`config.mk`:
```
export PLATFORM = sky130hd
export DESIGN_NAME = cp0_exception_unit_flat
export DESIGN_NICKNAME = d
export VERILOG_FILES = /design/src/rtl/cp0_exception_unit_if.sv /design/src/rtl/cp0_exception_unit.sv /design/src/flat_wrapper.sv
export SDC_FILE = /design/constraint.sdc
export NUM_CORES = 1
export LEC_CHECK = 0
export ABC_AREA = 1
export CELL_PAD_IN_SITES_DETAIL_PLACEMENT = 0
export CELL_PAD_IN_SITES_GLOBAL_PLACEMENT = 1
export CORE_MARGIN = 4
export CORE_UTILIZATION = 36
export CTS_CLUSTER_DIAMETER = 50
export DETAILED_ROUTE_END_ITERATION = 10
export GPL_ROUTABILITY_DRIVEN = 0
export MAX_ROUTING_LAYER = met4
export PLACE_DENSITY = 0.88
export SYNTH_ARGS = -nofsm -noshare
export SYNTH_HDL_FRONTEND = slang
export SYNTH_SLANG_ARGS = --single-unit
```
`constraint.sdc`:
```
create_clock -name clk -period 2.04 [get_ports clk]
set_input_delay 0.204 -clock clk [delete_from_list [all_inputs] [get_ports clk]]
set_output_delay 0.204 -clock clk [all_outputs]
set_load 0.02 [all_outputs]
```
`src/rtl/cp0_exception_unit_if.sv`:
```
// Commit-stage bus between the MEM stage and the CP0 exception unit.
interface cp0_exception_unit_if;
  logic        mem_valid_i;
  logic        mem_stall_i;
  logic [7:0]  mem_exc_i;
  logic [31:0] mem_pc_i;
  logic [31:0] mem_addr_i;
  logic        mem_in_delay_slot_i;
  logic [5:0]  ext_int_i;
  logic        cp0_we_i;
  logic [4:0]  cp0_waddr_i;
  logic [4:0]  cp0_raddr_i;
  logic [31:0] cp0_wdata_i;
  logic [31:0] cp0_rdata_o;
  logic        flush_o;
  logic [31:0] redirect_pc_o;
  logic [4:0]  exc_code_o;

  modport master (
    output mem_valid_i, mem_stall_i, mem_exc_i, mem_pc_i, mem_addr_i,
           mem_in_delay_slot_i, ext_int_i, cp0_we_i, cp0_waddr_i,
           cp0_raddr_i, cp0_wdata_i,
    input  cp0_rdata_o, flush_o, redirect_pc_o, exc_code_o
  );

  modport slave (
    input  mem_valid_i, mem_stall_i, mem_exc_i, mem_pc_i, mem_addr_i,
           mem_in_delay_slot_i, ext_int_i, cp0_we_i, cp0_waddr_i,
           cp0_raddr_i, cp0_wdata_i,
    output cp0_rdata_o, flush_o, redirect_pc_o, exc_code_o
  );
endinterface

```
`src/rtl/cp0_exception_unit.sv`:
```
// CP0 exception unit: prioritises MEM-stage exceptions and interrupts, maintains
// Status/Cause/EPC/BadVAddr/Count/Compare, drives flush/redirect and MFC0/MTC0.
module cp0_exception_unit (
  input  logic                 clk,
  input  logic                 rst,
  cp0_exception_unit_if.slave  cp0_if
);

  localparam int unsigned     XLEN       = 32;
  localparam logic [31:0]     EXC_VECTOR = 32'hBFC0_0380;

  localparam logic [4:0] REG_BADVADDR = 5'd8;
  localparam logic [4:0] REG_COUNT    = 5'd9;
  localparam logic [4:0] REG_COMPARE  = 5'd11;
  localparam logic [4:0] REG_STATUS   = 5'd12;
  localparam logic [4:0] REG_CAUSE    = 5'd13;
  localparam logic [4:0] REG_EPC      = 5'd14;

  localparam logic [4:0] EXC_INT  = 5'h00;
  localparam logic [4:0] EXC_ADEL = 5'h04;
  localparam logic [4:0] EXC_ADES = 5'h05;
  localparam logic [4:0] EXC_SYS  = 5'h08;
  localparam logic [4:0] EXC_BP   = 5'h09;
  localparam logic [4:0] EXC_RI   = 5'h0A;
  localparam logic [4:0] EXC_OV   = 5'h0C;

  logic            tick_q, tick_d;
  logic [XLEN-1:0] count_q, count_d;
  logic [XLEN-1:0] compare_q, compare_d;
  logic [XLEN-1:0] epc_q, epc_d;
  logic [XLEN-1:0] badvaddr_q, badvaddr_d;
  logic [7:0]      status_im_q, status_im_d;
  logic            status_exl_q, status_exl_d;
  logic            status_ie_q, status_ie_d;
  logic            cause_bd_q, cause_bd_d;
  logic            cause_ti_q, cause_ti_d;
  logic [7:0]      cause_ip_q, cause_ip_d;
  logic [4:0]      cause_exc_q, cause_exc_d;

  logic            take_c;
  logic            int_pending_c;
  logic            exc_take_c;
  logic            eret_take_c;
  logic            bad_if_c;
  logic            bad_data_c;
  logic [4:0]      code_c;
  logic [XLEN-1:0] status_word_c;
  logic [XLEN-1:0] cause_word_c;

  assign take_c        = cp0_if.mem_valid_i & ~cp0_if.mem_stall_i & ~rst;
  assign int_pending_c = (|(cause_ip_q & status_im_q)) & status_ie_q & ~status_exl_q;

  assign status_word_c = {9'd0, 1'b1, 6'd0, status_im_q, 6'd0, status_exl_q, status_ie_q};
  assign cause_word_c  = {cause_bd_q, cause_ti_q, 14'd0, cause_ip_q, 1'b0, cause_exc_q, 2'b00};

  // Highest-priority cause of the committing instruction; Eret only if nothing else.
  always_comb begin
    exc_take_c  = 1'b0;
    eret_take_c = 1'b0;
    bad_if_c    = 1'b0;
    bad_data_c  = 1'b0;
    code_c      = EXC_INT;
    if (take_c) begin
      if (int_pending_c) begin
        exc_take_c = 1'b1;
        code_c     = EXC_INT;
      end else if (cp0_if.mem_exc_i[7]) begin
        exc_take_c = 1'b1;
        code_c     = EXC_ADEL;
        bad_if_c   = 1'b1;
      end else if (cp0_if.mem_exc_i[6]) begin
        exc_take_c = 1'b1;
        code_c     = EXC_RI;
      end else if (cp0_if.mem_exc_i[5]) begin
        exc_take_c = 1'b1;
        code_c     = EXC_OV;
      end else if (cp0_if.mem_exc_i[4]) begin
        exc_take_c = 1'b1;
        code_c     = EXC_SYS;
      end else if (cp0_if.mem_exc_i[3]) begin
        exc_take_c = 1'b1;
        code_c     = EXC_BP;
      end else if (cp0_if.mem_exc_i[1]) begin
        exc_take_c = 1'b1;
        code_c     = EXC_ADEL;
        bad_data_c = 1'b1;
      end else if (cp0_if.mem_exc_i[0]) begin
        exc_take_c = 1'b1;
        code_c     = EXC_ADES;
        bad_data_c = 1'b1;
      end else if (cp0_if.mem_exc_i[2]) begin
        eret_take_c = 1'b1;
      end
    end
  end

  always_comb begin
    cp0_if.flush_o       = exc_take_c | eret_take_c;
    cp0_if.exc_code_o    = exc_take_c ? code_c : 5'd0;
    cp0_if.redirect_pc_o = exc_take_c  ? EXC_VECTOR :
                           eret_take_c ? epc_q      : '0;
  end

  // MFC0 read port, straight from the architectural registers.
  always_comb begin
    cp0_if.cp0_rdata_o = '0;
    case (cp0_if.cp0_raddr_i)
      REG_BADVADDR: cp0_if.cp0_rdata_o = badvaddr_q;
      REG_COUNT:    cp0_if.cp0_rdata_o = count_q;
      REG_COMPARE:  cp0_if.cp0_rdata_o = compare_q;
      REG_STATUS:   cp0_if.cp0_rdata_o = status_word_c;
      REG_CAUSE:    cp0_if.cp0_rdata_o = cause_word_c;
      REG_EPC:      cp0_if.cp0_rdata_o = epc_q;
      default:      cp0_if.cp0_rdata_o = '0;
    endcase
  end

  // Next-state: timer and IP sampling always run; exception/Eret beat MTC0.
  always_comb begin
    tick_d       = ~tick_q;
    count_d      = tick_q ? count_q + XLEN'(1) : count_q;
    compare_d    = compare_q;
    epc_d        = epc_q;
    badvaddr_d   = badvaddr_q;
    status_im_d  = status_im_q;
    status_exl_d = status_exl_q;
    status_ie_d  = status_ie_q;
    cause_bd_d   = cause_bd_q;
    cause_ti_d   = cause_ti_q | ((count_q == compare_q) & (compare_q != '0));
    cause_ip_d   = {cp0_if.ext_int_i[5] | cause_ti_q, cp0_if.ext_int_i[4:0], cause_ip_q[1:0]};
    cause_exc_d  = cause_exc_q;

    if (exc_take_c) begin
      status_exl_d = 1'b1;
      cause_exc_d  = code_c;
      if (!status_exl_q) begin
        epc_d      = cp0_if.mem_in_delay_slot_i ? cp0_if.mem_pc_i - XLEN'(4) : cp0_if.mem_pc_i;
        cause_bd_d = cp0_if.mem_in_delay_slot_i;
      end
      if (bad_if_c) begin
        badvaddr_d = cp0_if.mem_pc_i;
      end else if (bad_data_c) begin
        badvaddr_d = cp0_if.mem_addr_i;
      end
    end else if (eret_take_c) begin
      status_exl_d = 1'b0;
    end else if (cp0_if.cp0_we_i) begin
      case (cp0_if.cp0_waddr_i)
        REG_COUNT:   count_d = cp0_if.cp0_wdata_i;
        REG_COMPARE: begin
          compare_d  = cp0_if.cp0_wdata_i;
          cause_ti_d = 1'b0;
        end
        REG_STATUS: begin
          status_im_d  = cp0_if.cp0_wdata_i[15:8];
          status_exl_d = cp0_if.cp0_wdata_i[1];
          status_ie_d  = cp0_if.cp0_wdata_i[0];
        end
        REG_CAUSE:   cause_ip_d[1:0] = cp0_if.cp0_wdata_i[9:8];
        REG_EPC:     epc_d = cp0_if.cp0_wdata_i;
        default:     ;
      endcase
    end
  end

  always_ff @(posedge clk) begin
    if (rst) begin
      tick_q       <= 1'b0;
      count_q      <= '0;
      compare_q    <= '0;
      epc_q        <= '0;
      badvaddr_q   <= '0;
      status_im_q  <= '0;
      status_exl_q <= 1'b0;
      status_ie_q  <= 1'b0;
      cause_bd_q   <= 1'b0;
      cause_ti_q   <= 1'b0;
      cause_ip_q   <= '0;
      cause_exc_q  <= '0;
    end else begin
      tick_q       <= tick_d;
      count_q      <= count_d;
      compare_q    <= compare_d;
      epc_q        <= epc_d;
      badvaddr_q   <= badvaddr_d;
      status_im_q  <= status_im_d;
      status_exl_q <= status_exl_d;
      status_ie_q  <= status_ie_d;
      cause_bd_q   <= cause_bd_d;
      cause_ti_q   <= cause_ti_d;
      cause_ip_q   <= cause_ip_d;
      cause_exc_q  <= cause_exc_d;
    end
  end

endmodule

```
`src/flat_wrapper.sv`:
```
// flat-port wrapper written by rule: the top's interface ports become plain ports
module cp0_exception_unit_flat 
  (clk, rst, cp0_if_mem_valid_i, cp0_if_mem_stall_i, cp0_if_mem_exc_i, cp0_if_mem_pc_i, cp0_if_mem_addr_i, cp0_if_mem_in_delay_slot_i, cp0_if_ext_int_i, cp0_if_cp0_we_i, cp0_if_cp0_waddr_i, cp0_if_cp0_raddr_i, cp0_if_cp0_wdata_i, cp0_if_cp0_rdata_o, cp0_if_flush_o, cp0_if_redirect_pc_o, cp0_if_exc_code_o);
  cp0_exception_unit_if cp0_if_i ();
  input  logic clk;
  input  logic rst;
  input wire logic [$bits(cp0_if_i.mem_valid_i)-1:0] cp0_if_mem_valid_i;
  input wire logic [$bits(cp0_if_i.mem_stall_i)-1:0] cp0_if_mem_stall_i;
  input wire logic [$bits(cp0_if_i.mem_exc_i)-1:0] cp0_if_mem_exc_i;
  input wire logic [$bits(cp0_if_i.mem_pc_i)-1:0] cp0_if_mem_pc_i;
  input wire logic [$bits(cp0_if_i.mem_addr_i)-1:0] cp0_if_mem_addr_i;
  input wire logic [$bits(cp0_if_i.mem_in_delay_slot_i)-1:0] cp0_if_mem_in_delay_slot_i;
  input wire logic [$bits(cp0_if_i.ext_int_i)-1:0] cp0_if_ext_int_i;
  input wire logic [$bits(cp0_if_i.cp0_we_i)-1:0] cp0_if_cp0_we_i;
  input wire logic [$bits(cp0_if_i.cp0_waddr_i)-1:0] cp0_if_cp0_waddr_i;
  input wire logic [$bits(cp0_if_i.cp0_raddr_i)-1:0] cp0_if_cp0_raddr_i;
  input wire logic [$bits(cp0_if_i.cp0_wdata_i)-1:0] cp0_if_cp0_wdata_i;
  output wire logic [$bits(cp0_if_i.cp0_rdata_o)-1:0] cp0_if_cp0_rdata_o;
  output wire logic [$bits(cp0_if_i.flush_o)-1:0] cp0_if_flush_o;
  output wire logic [$bits(cp0_if_i.redirect_pc_o)-1:0] cp0_if_redirect_pc_o;
  output wire logic [$bits(cp0_if_i.exc_code_o)-1:0] cp0_if_exc_code_o;
  assign cp0_if_i.mem_valid_i = cp0_if_mem_valid_i;
  assign cp0_if_i.mem_stall_i = cp0_if_mem_stall_i;
  assign cp0_if_i.mem_exc_i = cp0_if_mem_exc_i;
  assign cp0_if_i.mem_pc_i = cp0_if_mem_pc_i;
  assign cp0_if_i.mem_addr_i = cp0_if_mem_addr_i;
  assign cp0_if_i.mem_in_delay_slot_i = cp0_if_mem_in_delay_slot_i;
  assign cp0_if_i.ext_int_i = cp0_if_ext_int_i;
  assign cp0_if_i.cp0_we_i = cp0_if_cp0_we_i;
  assign cp0_if_i.cp0_waddr_i = cp0_if_cp0_waddr_i;
  assign cp0_if_i.cp0_raddr_i = cp0_if_cp0_raddr_i;
  assign cp0_if_i.cp0_wdata_i = cp0_if_cp0_wdata_i;
  assign cp0_if_cp0_rdata_o = cp0_if_i.cp0_rdata_o;
  assign cp0_if_flush_o = cp0_if_i.flush_o;
  assign cp0_if_redirect_pc_o = cp0_if_i.redirect_pc_o;
  assign cp0_if_exc_code_o = cp0_if_i.exc_code_o;
  cp0_exception_unit u_core (.clk(clk), .rst(rst), .cp0_if(cp0_if_i));
endmodule
```
==> flow_summary.ini <==
[clock_tree]
clockBufferDepth = 2
cts_tree = done
cts_buffers = 17
clkTransAtPathRegs_ps = 60
cts_max_level = 4
insertion_delay_ps = 440
clock-sinks = 153
holdBufCountCts = 0
root_buffer = clkbuf_16

[synthesis]
synth_adder_area_share_pct = 0.2556
syn-cell-area_um2 = 9789
synth_top_family_by_area = simple AND/OR/NAND/NOR gates
avgSynthCellArea_um2 = 6.013
synth_edf_count = 0
muxShareOfSynthArea_pct = 0
yosysTopAreaCell = dfxtp_1
synth_compound_area_share_pct = 18.43
yosys.area_share.xor_xnor_pct = 4.026
async_flop_share_pct = 0
synth_top_cells_by_count = nand2_1 (375), nor2_1 (297), inv_1 (200)
syn_inst = 1628
synth_cell_types = 37
syn_nets = 1756
yosysMostFrequentCell = nand2_1
synthTopCellsByArea = dfxtp_1 (31%), nand2_1 (14%), nor2_1 (11%)
ys_ff_latch = 153
synth-seq-area-share_pct = 31.29
synthFlopType = dfxtp_1
synthSimpleGateAreaFrac_pct = 34.25
synth_top_area_share_pct = 31.29
synth_warnings = 0

[sta]
setup_viol = 8
finalCritPeriodShare_pct = 100.5
slew_headroom_pct = 63.88
timing.fmax_mhz = 487.6
rsz0062_at_grt = true
hold_viol = 0
final.setup.worst_slack_ps = -10.68
hold_ws_ps = 283.5
worst_slew_pin_slew_ps = 541.8
period_minus_slack_ps = 2051
fin_worst_skew_ps = 19.29
drv_slew = 0

[global_routing]
grt_pass1_vias = 10900
overflow = 0
grt_max_degree = 97
grt_usage_pct = 26.49
antenna_found_initial = 0
grt_pass1_wl_mm = 61.22

[setup_path]
reg2reg_setup_slack_ps = 20
cp-end-kind = primary output
crit_path_start_kind = flop
r2r-start = u_core.cause_ip_q[7]$_SDFF_PP0_
cp.required_ps = 1840
critPathArrivalTime_ps = 1850
crit_path_max_fanout = 8
worstRegToRegCells = 15
worstSetupPathType = flop to primary output
reg2reg_to = u_core.count_q[29]$_SDFF_PP0_

[pwr]
clock_power_share_pct = 42.6
p_leak_nw = 6.253
power.total_mw = 7.673
powerDensity_nw_per_um2 = 555.9
seqPwrFrac_pct = 41.3
swShare_pct = 27.32
intPower_mw = 5.577
vdd_ir_drop_max_v = 0.0006157
p_comb_share_pct = 16.1
p_sw_mw = 2.096

[placed_design]
port_buffers = 194
dp_hpwl_mm = 31.79
dp.cells = 2214
place_ws_ps = -554.7

[floorplanning]
start_util_pct = 36.42
dieArea_um2 = 29890
ios = 196
dieHeight_um = 172.9
fp.dieW_um = 172.9
coreArea_um2 = 26880
row_count = 60

[routing]
vias_per_cell = 5.265
dr_total_vias = 11870
drt_wl_total_mm = 41.33
drc_errors = 0
first_iter_violations = 1202
wl_per_cell_um = 18.34
antenna_left = 0
firstDrtPassIters = 6

[worst_hold_path]
worstHoldPathType = input port to flop
min_from = cp0_if_ext_int_i[0]
holdPathStages = 3
hold-path-endpoint = u_core.cause_ip_q[2]$_SDFF_PP0_

[job]
drv_cap = 0

[outcome]
status = finished, violations left
violations = setup timing

[layout]
antenna_cells = 0
finish.utilization_pct = 51.36
area_growth_syn_to_layout_pct = 41.00
finalNonFillerCells = 2254
fin_nets = 2030
drive_gt1_share_pct = 17.35
[state kept, by name, summed over array words and instances, names as in the netlist]
register / cells
u_core.count_q: 32
u_core.cause_ti_q: 1
u_core.epc_q: 32
u_core.status_im_q: 8
u_core.tick_q: 1
u_core.cause_ip_q: 8
u_core.status_exl_q: 1
u_core.badvaddr_q: 32
u_core.compare_q: 32
u_core.cause_bd_q: 1
u_core.cause_exc_q: 4
u_core.status_ie_q: 1
[layer usage]
metal	wire (um)	GRT usage, %	vias up
met5	0	-	-
met4	1464	9.544	0
met3	3284	3.061	82
met1	17790	36.08	5478
met2	18790	40.80	536
li1	-	-	5771
[metrics by stage]
step	cell area [um^2]	setup TNS (ps)
3_3_place_gp	12900	-36790
4_1_cts	13350	-20.28
5_1_grt	13800	-1232
6_report	13800	-40.81
2_1_floorplan	9789	0
3_5_place_dp	12900	-39800
[cells in the final DEF, fill, tap and decap left out, types with 9 or more instances in the layout]
master,Yosys,layout
a21oi_1,84,78
a221o_1,15,15
a22oi_1,13,13
buf_12,0,10
buf_2,27,42
buf_4,8,136
buf_6,0,16
clkbuf_16,0,21
clkdlybuf4s50_1,0,120
dfxtp_1,153,145
inv_1,200,197
nand2_1,375,365
nand2_2,3,9
nand3_1,82,78
nand4_1,20,20
nor2_1,297,274
nor2_2,0,11
nor2_4,2,14
nor3_1,20,20
o21ai_0,143,137
o21ai_1,30,27
o21ai_2,0,9
o22ai_1,17,17
xor2_1,39,39
[area by class of cell]
type	count	area [um^2]
tap	341	426.7
clock buffer	19	442.9
timing repair buffer	336	3017
clock inverter	11	148.9
fill	2713	13070
sequential	153	3073
inverter	206	779.5
multi-input combinational	1188	5916
[critical path, cell delays in order (launching register included)]
cell and delay (ps):
dfxtp_2 340, nand2_2 80, nand2_4 60, nor2_4 100, nand2_2 60, nand2_4 110, nand3_4 120, buf_12 180
buf_8 150, nor2_4 80, buf_6 120
[power by group through the flow]
stage / logic, mW / clock network (mW) / registers, mW
after floorplan: 0.567 / 0 / 3.19
after global placement: 1.17 / 0 / 3.23
after detailed placement: 1.18 / 0 / 3.23
after CTS: 1.18 / 3.27 / 3.16
after global routing: 1.34 / 3.40 / 3.18
final: 1.24 / 3.27 / 3.17
[worst max-delay path by stage]
stage | startpoint | endpoint | cells after the start
after global placement | cp0_if_cp0_raddr_i[3] | cp0_if_cp0_rdata_o[1] | 7
final | u_core.cause_ip_q[7]$_SDFF_PP0_ | cp0_if_redirect_pc_o[12] | 10
after CTS | u_core.cause_ip_q[7]$_SDFF_PP0_ | cp0_if_redirect_pc_o[1] | 9
after detailed placement | cp0_if_cp0_raddr_i[3] | cp0_if_cp0_rdata_o[22] | 9
after global routing | u_core.status_im_q[7]$_SDFFE_PP0P_ | cp0_if_redirect_pc_o[12] | 10
after floorplan | u_core.status_im_q[1]$_SDFFE_PP0P_ | cp0_if_redirect_pc_o[22] | 10
[logic make-up (layout without fill, tap and decap cells)]
kind of cell	after synthesis	count (layout)
AOI/OAI and AO/OA	321	321
DFF	153	153
buffers and inverters	288	572
adders and majority gates	2	2
xor gates and xnor gates	45	45
other	1	1
and+or+nand+nor	818	819
[repair_timing]
item,4_1_cts,5_1_grt
buffers inserted,1,8
endpoints found under the setup margin,69,129
cloned,1,4
pin swaps,3,8
gates resized for setup,326,113
No activity file was read; power rests on OpenSTA's default activity.
